===== src/rtl/weight_fetch.sv =====
// ---------------------------------------------------------------------------
// weight_fetch
//
// Read-only SRAM master that streams a contiguous block of words out of a
// single-port SRAM onto a valid/ready stream. A fetch is described by a base
// word address and a word count. Addresses wrap modulo DEPTH. A small output
// FIFO absorbs downstream backpressure. Reads are issued only when the FIFO
// plus all words already in flight can still accept one more word.
//
// Ports
//   clk        : rising-edge clock
//   rst_n      : asynchronous active-low reset
//   start      : one-cycle fetch request (sampled only while idle)
//   base_addr  : first word address, sampled with start
//   len        : number of words to fetch (0..16384), sampled with start
//   busy       : high while a fetch is in progress
//   done       : one-cycle completion pulse
//   sram_addr  : SRAM read address (data returns one cycle later)
//   sram_wea   : SRAM byte write enables, always zero
//   sram_rdata : SRAM read data for the previous cycle's address
//   m_valid    : output stream valid
//   m_ready    : output stream ready
//   m_data     : output stream word
//   m_last     : marks the final word of the fetch
// ---------------------------------------------------------------------------
module weight_fetch #(
    parameter int ADDR_W = 16,
    parameter int DATA_W = 32,
    parameter int DEPTH  = 16384,
    parameter int FIFO_D = 4
) (
    input  logic              clk,
    input  logic              rst_n,
    input  logic              start,
    input  logic [ADDR_W-1:0] base_addr,
    input  logic [14:0]       len,
    output logic              busy,
    output logic              done,
    output logic [ADDR_W-1:0] sram_addr,
    output logic [3:0]        sram_wea,
    input  logic [DATA_W-1:0] sram_rdata,
    output logic              m_valid,
    input  logic              m_ready,
    output logic [DATA_W-1:0] m_data,
    output logic              m_last
);

    localparam int PTR_W = (FIFO_D > 1) ? $clog2(FIFO_D) : 1;
    localparam int CNT_W = $clog2(FIFO_D + 1);

    // DEPTH is a power of two, so the modulo on addresses is a mask.
    localparam logic [ADDR_W-1:0] ADDR_MASK = ADDR_W'(DEPTH - 1);

    localparam logic [1:0] ST_IDLE  = 2'd0;
    localparam logic [1:0] ST_FETCH = 2'd1;
    localparam logic [1:0] ST_DRAIN = 2'd2;

    logic [1:0]        state;
    logic [14:0]       rd_left;     // reads still to be issued
    logic [14:0]       beats_left;  // beats still to be handshaken
    logic              issue_q;     // an address is on sram_addr this cycle
    logic              rvalid_q;    // sram_rdata carries a requested word

    logic [DATA_W-1:0] fifo_mem [FIFO_D];
    logic [PTR_W-1:0]  wr_ptr;
    logic [PTR_W-1:0]  rd_ptr;
    logic [CNT_W-1:0]  fifo_count;

    logic              accept;
    logic              room;
    logic              issue_go;
    logic              push;
    logic              pop;
    logic              last_pop;

    // Every word already requested (address presented or data returning)
    // holds a FIFO slot in advance, so the FIFO can never overflow.
    assign room = (32'(fifo_count) + 32'(issue_q) + 32'(rvalid_q)) < 32'(FIFO_D);

    assign accept   = (state == ST_IDLE) && start && (len != 15'd0);
    assign issue_go = accept || ((state == ST_FETCH) && (rd_left != 15'd0) && room);

    assign push     = rvalid_q;
    assign pop      = m_valid && m_ready;
    assign last_pop = pop && (beats_left == 15'd1);

    assign busy     = (state != ST_IDLE);
    assign sram_wea = 4'b0000;
    assign m_valid  = (fifo_count != '0);
    assign m_last   = m_valid && (beats_left == 15'd1);
    // The FIFO head is gated so m_data reads zero whenever no beat is offered.
    assign m_data   = m_valid ? fifo_mem[rd_ptr] : '0;

    // -----------------------------------------------------------------------
    // Control: FSM, counters, address generation, read pipeline
    // -----------------------------------------------------------------------
    // NOTE: clocked state is written only with <= so every register samples
    // the pre-edge values of its neighbours, independent of statement order.
    always_ff @(posedge clk or negedge rst_n) begin
        if (!rst_n) begin
            state      <= ST_IDLE;
            done       <= 1'b0;
            rd_left    <= '0;
            beats_left <= '0;
            sram_addr  <= '0;
            issue_q    <= 1'b0;
            rvalid_q   <= 1'b0;
        end else begin
            done     <= 1'b0;
            issue_q  <= issue_go;
            rvalid_q <= issue_q;

            case (state)
                ST_IDLE: begin
                    if (start) begin
                        if (len == 15'd0) begin
                            done <= 1'b1;
                        end else begin
                            state      <= ST_FETCH;
                            rd_left    <= len - 15'd1;
                            beats_left <= len;
                        end
                    end
                end
                ST_FETCH: begin
                    if (issue_go) begin
                        rd_left <= rd_left - 15'd1;
                    end
                    if (rd_left == 15'd0) begin
                        state <= ST_DRAIN;
                    end
                end
                ST_DRAIN: begin
                    // Waiting for the remaining words to drain downstream.
                end
                default: state <= ST_IDLE;
            endcase

            if (pop) begin
                beats_left <= beats_left - 15'd1;
            end

            if (last_pop) begin
                state <= ST_IDLE;
                done  <= 1'b1;
            end

            // sram_addr only moves when a read is issued, otherwise it holds.
            if (issue_go) begin
                sram_addr <= accept ? (base_addr & ADDR_MASK)
                                    : ((sram_addr + 1'b1) & ADDR_MASK);
            end
        end
    end

    // -----------------------------------------------------------------------
    // Output FIFO bookkeeping
    // -----------------------------------------------------------------------
    always_ff @(posedge clk or negedge rst_n) begin
        if (!rst_n) begin
            wr_ptr     <= '0;
            rd_ptr     <= '0;
            fifo_count <= '0;
        end else begin
            if (push) begin
                wr_ptr <= (wr_ptr == PTR_W'(FIFO_D - 1)) ? '0 : wr_ptr + 1'b1;
            end
            if (pop) begin
                rd_ptr <= (rd_ptr == PTR_W'(FIFO_D - 1)) ? '0 : rd_ptr + 1'b1;
            end
            // A simultaneous push and pop leaves the count unchanged.
            case ({push, pop})
                2'b10:   fifo_count <= fifo_count + 1'b1;
                2'b01:   fifo_count <= fifo_count - 1'b1;
                default: fifo_count <= fifo_count;
            endcase
        end
    end

    // NOTE: the storage array has no reset; a cleared count makes its
    // contents unreachable, and m_data is gated while the FIFO is empty.
    always_ff @(posedge clk) begin
        if (push) begin
            fifo_mem[wr_ptr] <= sram_rdata;
        end
    end

endmodule


===== config.mk =====
export PLATFORM = sky130hd
export DESIGN_NAME = weight_fetch
export DESIGN_NICKNAME = d
export VERILOG_FILES = /design/src/rtl/weight_fetch.sv
export SDC_FILE = /design/constraint.sdc
export NUM_CORES = 1
export LEC_CHECK = 0
export CORE_MARGIN = 4
export CORE_UTILIZATION = 59
export CTS_CLUSTER_SIZE = 10
export DETAILED_ROUTE_END_ITERATION = 6
export PLACE_DENSITY = 0.85
export SYNTH_ARGS = -nofsm -noshare
export SYNTH_HDL_FRONTEND = slang
export SYNTH_SLANG_ARGS = --single-unit

===== constraint.sdc =====
create_clock -name clk -period 6.1 [get_ports clk]
set_clock_uncertainty 0.1 [all_clocks]
set_input_delay 1.22 -clock clk [delete_from_list [all_inputs] [get_ports clk]]
set_output_delay 1.22 -clock clk [all_outputs]
set_load 0.05 [all_outputs]

==> results of run 1 <==
[layout make-up]
type / instances / area, sq um / area share, %
well taps: 180 / 225.2 / 2.155
repair buffers: 122 / 1196 / 11.45
inverters: 17 / 63.81 / 0.6106
clock inverters: 12 / 142.6 / 1.365
multi-input cells: 404 / 3139 / 30.04
flip-flops and latches: 184 / 5246 / 50.20
clock buffers: 20 / 436.7 / 4.179
[registers in the layout, indices dropped and copies added (netlist names)]
signal	cells
sram_addr	14
issue_q	1
rd_left	15
beats_left	15
push	1
fifo_count	3
fifo_mem	128
done	1
state	2
wr_ptr	2
rd_ptr	2
[cells in the final DEF (no fill, tap or decap), drive strengths merged, types with 32 or more instances in the layout]
| cell type | netlist | layout |
|---|---|---|
| and2 | 40 | 40 |
| clkdlybuf4s50 | 0 | 113 |
| dfrtp | 56 | 56 |
| edfxtp | 128 | 128 |
| mux4 | 32 | 32 |
| nand2 | 47 | 47 |
| nor2 | 43 | 43 |
| o21ai | 32 | 32 |
[worst max path at each step]
stage,from,endpoint,slack [ns],cells after the start
2_1_floorplan,beats_left[5],m_last,2.44,3
3_3_place_gp,rd_ptr[0],m_data[29],2.11,4
3_5_place_dp,len[7],rd_left[6],2.08,9
4_1_cts,rd_ptr[0],m_data[0],1.63,4
5_1_grt,rd_ptr[0],m_data[0],1.50,4
6_report,rd_ptr[0],m_data[0],1.71,4
[kinds of logic (layout without fill, tap and decap cells)]
kind of cell,Yosys count,in the layout,synth area share [%]
and+or+nand+nor,213,213,13.75
buffers and inverters,55,171,3.075
other,1,6,0.04347
DFF,184,184,60.81
muxes,48,48,10.37
adders and majority gates,12,12,1.828
xor gates and xnor gates,16,16,1.625
AOI/OAI and AO/OA,109,109,8.500
[synthesized netlist by cell type (all sizes together) (3+ instances only)]
cell | number | share of area, %
a31oi | 6 | 0.44
a21oi | 20 | 1.2
mux2 | 5 | 0.65
edfxtp | 128 | 45
nand3 | 15 | 0.99
mux4 | 32 | 8.4
nor2b | 3 | 0.22
ha | 11 | 1.6
o22a | 3 | 0.30
buf | 17 | 1.4
inv | 17 | 0.74
and2 | 40 | 2.9
o21ai | 32 | 1.9
a211oi | 7 | 0.61
xor2 | 7 | 0.71
nand4b | 3 | 0.30
nor3 | 14 | 0.93
clkbuf | 21 | 0.91
nand2 | 47 | 2.0
or3 | 5 | 0.42
nand2b | 5 | 0.36
o211ai | 5 | 0.44
nor4 | 15 | 1.3
dfrtp | 56 | 16
xnor2 | 9 | 0.91
a221o | 3 | 0.35
a21o | 5 | 0.44
or4 | 3 | 0.30
nor2 | 43 | 2.0
and3b | 3 | 0.30
o31ai | 5 | 0.49
a311oi | 4 | 0.41
nand4 | 4 | 0.29
or2 | 3 | 0.25
mux2i | 11 | 1.4
and3 | 5 | 0.36
[report_power, final]
part	switching [W]	internal, W	total [W]
Combinational	0.00174	0.00106	0.00280
Sequential	0.000266	0.00173	0.00200
Clock	0.000469	0.000610	0.00108
Total	0.00248	0.00340	0.00588
[layer usage]
metal | GRT usage, % | vias up
met1 | 30.57 | 2909
met3 | 4.566 | 45
met5 | 0 | -
met2 | 40.79 | 258
li1 | - | 2624
met4 | 7.844 | 0
[per-stage QoR]
stage / instance area (sq um) / total power, W / instances
2_1_floorplan: 8645 / 0.003961 / 643
3_3_place_gp: 9871 / 0.004702 / 907
3_5_place_dp: 9871 / 0.004813 / 907
4_1_cts: 10450 / 0.005897 / 939
5_1_grt: 10450 / 0.006168 / 939
6_report: 10450 / 0.005878 / 939
[worst reg2reg max path, stage by stage (launching register included)]
cell and delay, ns:
dfrtp_1 0.41, nand2b_1 0.13, buf_4 0.35, mux2_2 0.44, inv_1 0.15, ha_1 0.21, inv_1 0.08, a211oi_1 0.22
buf_4 0.25, nand4b_1 0.21, or3_1 0.36, o2111ai_1 0.10, o221a_2 0.21
==> out/qor.yml, run 1 <==
nets: 825
vias: 5836
drt-initial-drc-count: 628
worst_pin_slew_ns: 0.8894
final_max_slew_viol_count: 0
post_cts_buffers: 0
fin_ws_ns: 1.708
max_freq_mhz: 227.7
syn_to_final_growth_pct: 21.15
core_sq_um: 14100
maxCapViolCount: 0
r2r_cells: 12
cp.arrival_ns: 3.07
clk_path_buf_depth: 2
synth_ff_type: "edfxtp_1"
clk_pin_slew_worst_paths_ns: 0.07
synth_seq_area_share_pct: 60.81
io_buffers: 114
grt.total_usage_pct: 23.73
path_delay_family: "buffers and inverters"
yosysUniqueCellTypes: 71
wl_met1_mm: 7.531
drt-total-wl_mm: 18.98
grt_pass1_vias: 5883
grt_remaining_overflow: 0
drive_gt1_share_pct: 13.44
die_area_sq_um: 16620
min_to: "push"
hold_ws_ns: 0.2815
wl_met2_mm: 9.871
worstHoldStart: "issue_q"
rows: 43
clkLatencyLatePin_ns: 0.43
postCtsResizedCells: 0
p_per_area_nw_per_um2: 562.5
syn-cell-area_sq_um: 8626
synth_seq_cells: 184
p_leak_nw: 3.707
top_layer: "met4"
critPathCaptureType: "output port"
grt_pass1_wl_mm: 30.62
finalCritPeriodShare_pct: 72.00
critPathKind: "flip-flop to output port"
rsz0062_at_grt: "no"
worst_r2r_endpoint: "rd_left[8]"
die_x_um: 128.9
cpPeakStageDelay_ns: 0.74
io-pin-count: 123
status: "finished clean"
r2r-start: "state[1]"
drt_first_pass_iters: 5
post-place-ws_ns: 2.075
htree_levels: 4
fp.dieH_um: 128.9
cp_max_fo: 19
hp-class: "flip-flop to flip-flop"
slowest_stage: "dfrtp_2"
yosysWarnings: 0
wl_per_cell_um: 20.21
ir_drop_v: 0.0002948
worst_setup_path_start_kind: "flip-flop"
vias_per_cell: 6.215
start_util_pct: 61.19
avgSynthCellArea_sq_um: 13.52
setup_violations: 0
hold_violations: 0
cts_sinks: 184
numCtsBuffers: 17
required_ns: 4.78
dp_hpwl_mm: 12.45
cts_hold_buf: 0
antenna_found_initial: 0
hold_depth: 0
fillers: 869
n_antenna_cell: 0
drc: 0
r2r_slack_ns: 2.81
synth_edf_count: 128
slew_headroom_pct: 40.71
synth_cells: 638
path_buf_inv: 2
postRouteAntennaNets: 0
cts_tree: "built"
grt_max_degree: 57
met3WireLength_mm: 1.136
async_reset_ff_share_pct: 30.43
gp_congestion: 0.8951
clock-root-buffer: "clkbuf_16"
utilization_pct: 74.13
setup_tns_ns: 0
cp_cell_sequence: "buf_4 > mux4_2 > and2_1 > clkdlybuf4s50_1"
min_period_ns: 4.392
No activity file was read; power rests on OpenSTA's default activity.
==> inputs of run 2 (changes only) <==
--- a/config.mk
+++ b/config.mk
@@ -6,10 +6,10 @@
 export NUM_CORES = 1
 export LEC_CHECK = 0
 export CORE_MARGIN = 4
-export CORE_UTILIZATION = 59
+export CORE_UTILIZATION = 55
 export CTS_CLUSTER_SIZE = 10
 export DETAILED_ROUTE_END_ITERATION = 6
-export PLACE_DENSITY = 0.85
+export PLACE_DENSITY = 0.8
 export SYNTH_ARGS = -nofsm -noshare
 export SYNTH_HDL_FRONTEND = slang
 export SYNTH_SLANG_ARGS = --single-unit
==> constraint.sdc (replaced) <==
create_clock -name clk -period 4.4 [get_ports clk]
set_clock_uncertainty 0.1 [all_clocks]
set_input_delay 0.88 -clock clk [delete_from_list [all_inputs] [get_ports clk]]
set_output_delay 0.88 -clock clk [all_outputs]
set_load 0.05 [all_outputs]
==> out/qor.yml, run 2 (synthesis results as in run 1) <==
cp.arrival_ns: 2.84
wl_per_cell_um: 19.26
min_period_ns: 3.822
clk_pin_slew_worst_paths_ns: 0.06
post_cts_buffers: 0
numCtsBuffers: 17
grt.total_usage_pct: 21.87
drt-total-wl_mm: 18.80
worst_pin_slew_ns: 1.047
required_ns: 3.42
vias: 5818
io-pin-count: 123
drc: 0
worst_r2r_endpoint: "rd_left[8]"
grt_remaining_overflow: 0
hp-class: "flip-flop to flip-flop"
grt_max_degree: 45
clkLatencyLatePin_ns: 0.43
dp_hpwl_mm: 12.58
clk_path_buf_depth: 2
postRouteAntennaNets: 0
largest_reg_flops: 128
cp_max_fo: 5
io_buffers: 114
drive_gt1_share_pct: 13.33
drt_first_pass_iters: 5
r2r_slack_ns: 1.18
rows: 45
nets: 831
vias_per_cell: 5.961
n_antenna_cell: 0
setup_violations: 0
worst_setup_path_start_kind: "flip-flop"
finalCritPeriodShare_pct: 86.86
die_x_um: 133.2
hold_violations: 0
postCtsResizedCells: 0
htree_levels: 4
final_max_slew_viol_count: 0
p_per_area_nw_per_um2: 777.0
cts_tree: "built"
core_sq_um: 15260
max_freq_mhz: 261.6
rsz0062_at_grt: "no"
cts_hold_buf: 0
totalPowerFinal_w: 0.008199
maxCapViolCount: 0
cts_sinks: 184
status: "finished clean"
clock-root-buffer: "clkbuf_16"
critPathLaunch: "beats_left[5]"
reg_top3: "fifo_mem (128), beats_left (15), rd_left (15)"
start_util_pct: 56.53
ir_drop_v: 0.0005282
largest_register: "fifo_mem"
critPathKind: "flip-flop to output port"
r2r-start: "state[0]"
critPathCaptureType: "output port"
drt-initial-drc-count: 605
setup_tns_ns: 0
p_leak_nw: 3.743
grt_pass1_vias: 5998
fp.dieH_um: 133.2
grt_pass1_wl_mm: 30.80
layout_common_cells: "128 x edfxtp_1, 113 x clkdlybuf4s50_1, 55 x dfrtp_1, 47 x nand2_1, 41 x nor2_1"
cp-endpoint: "m_last"
gp_congestion: 0.8541
final_common_cell: "edfxtp_1"
r2r_cells: 12
die_area_sq_um: 17750
syn_to_final_growth_pct: 22.34
slew_headroom_pct: 30.22
antenna_found_initial: 1
[run 2: cell types whose count changed in the layout (fill, tap and decap cells not counted)]
cell,before,now
and2_1,36,40
and2_2,4,0
clkbuf_1,3,5
clkinv_4,4,2
buf_12,0,1
inv_6,2,1
buf_4,8,13
bufinv_16,2,3
[run 2: area by class of cell]
type	instances	area, sq um
Multi-Input combinational cell	404	3134
Sequential cell	184	5246
Tap cell	211	264.0
Clock inverter	10	146.4
Inverter	17	63.81
Fill cell	1051	4706
Timing Repair Buffer	128	1254
Clock buffer	22	444.2
[run 2: worst max-delay path, cell delays in order (launching register included)]
cell and delay [ns]:
dfrtp_1 0.42, or3_4 0.41, or4_4 0.45, nor3_1 0.28, clkdlybuf4s50_1 0.86
[run 2: how the worst min path moves through the flow]
stage	endpoint	depth (start not counted)	slack, ns	start
after detailed placement	push	0	0.28	issue_q
after floorplan	push	0	0.25	issue_q
after CTS	push	0	0.31	issue_q
final	push	0	0.31	issue_q
after global routing	push	0	0.32	issue_q
after global placement	push	0	0.27	issue_q
[run 2: metrics by stage]
stage / setup WS, ns / utilization [%] / cells / cell area (sq um) / hold WS [ns]
final: 0.5781 / 69.16 / 976 / 10550 / 0.3073
after global routing: 0.4988 / 69.16 / 976 / 10550 / 0.3163
after CTS: 0.5419 / 69.16 / 976 / 10550 / 0.3103
after detailed placement: 0.7052 / 65.29 / 944 / 9962 / 0.2807
after global placement: 0.7991 / 65.29 / 944 / 9962 / 0.2686
after floorplan: 1.083 / - / 643 / 8645 / 0.2539
[run 2: report_power, final]
part / leakage [nW] / internal, W / switching, W
Sequential: 1.83 / 0.00240 / 0.000347
Combinational: 1.63 / 0.00150 / 0.00242
Clock: 0.278 / 0.000900 / 0.000632
[run 2: layer usage]
layer  GRT usage (%)  share of wire (%)  up-vias
met5               0              0.053        -
li1                -                  -     2637
met3           5.363                7.2       35
met2           36.15                 50      265
met1           28.72                 41     2879
met4           7.257                1.8        2
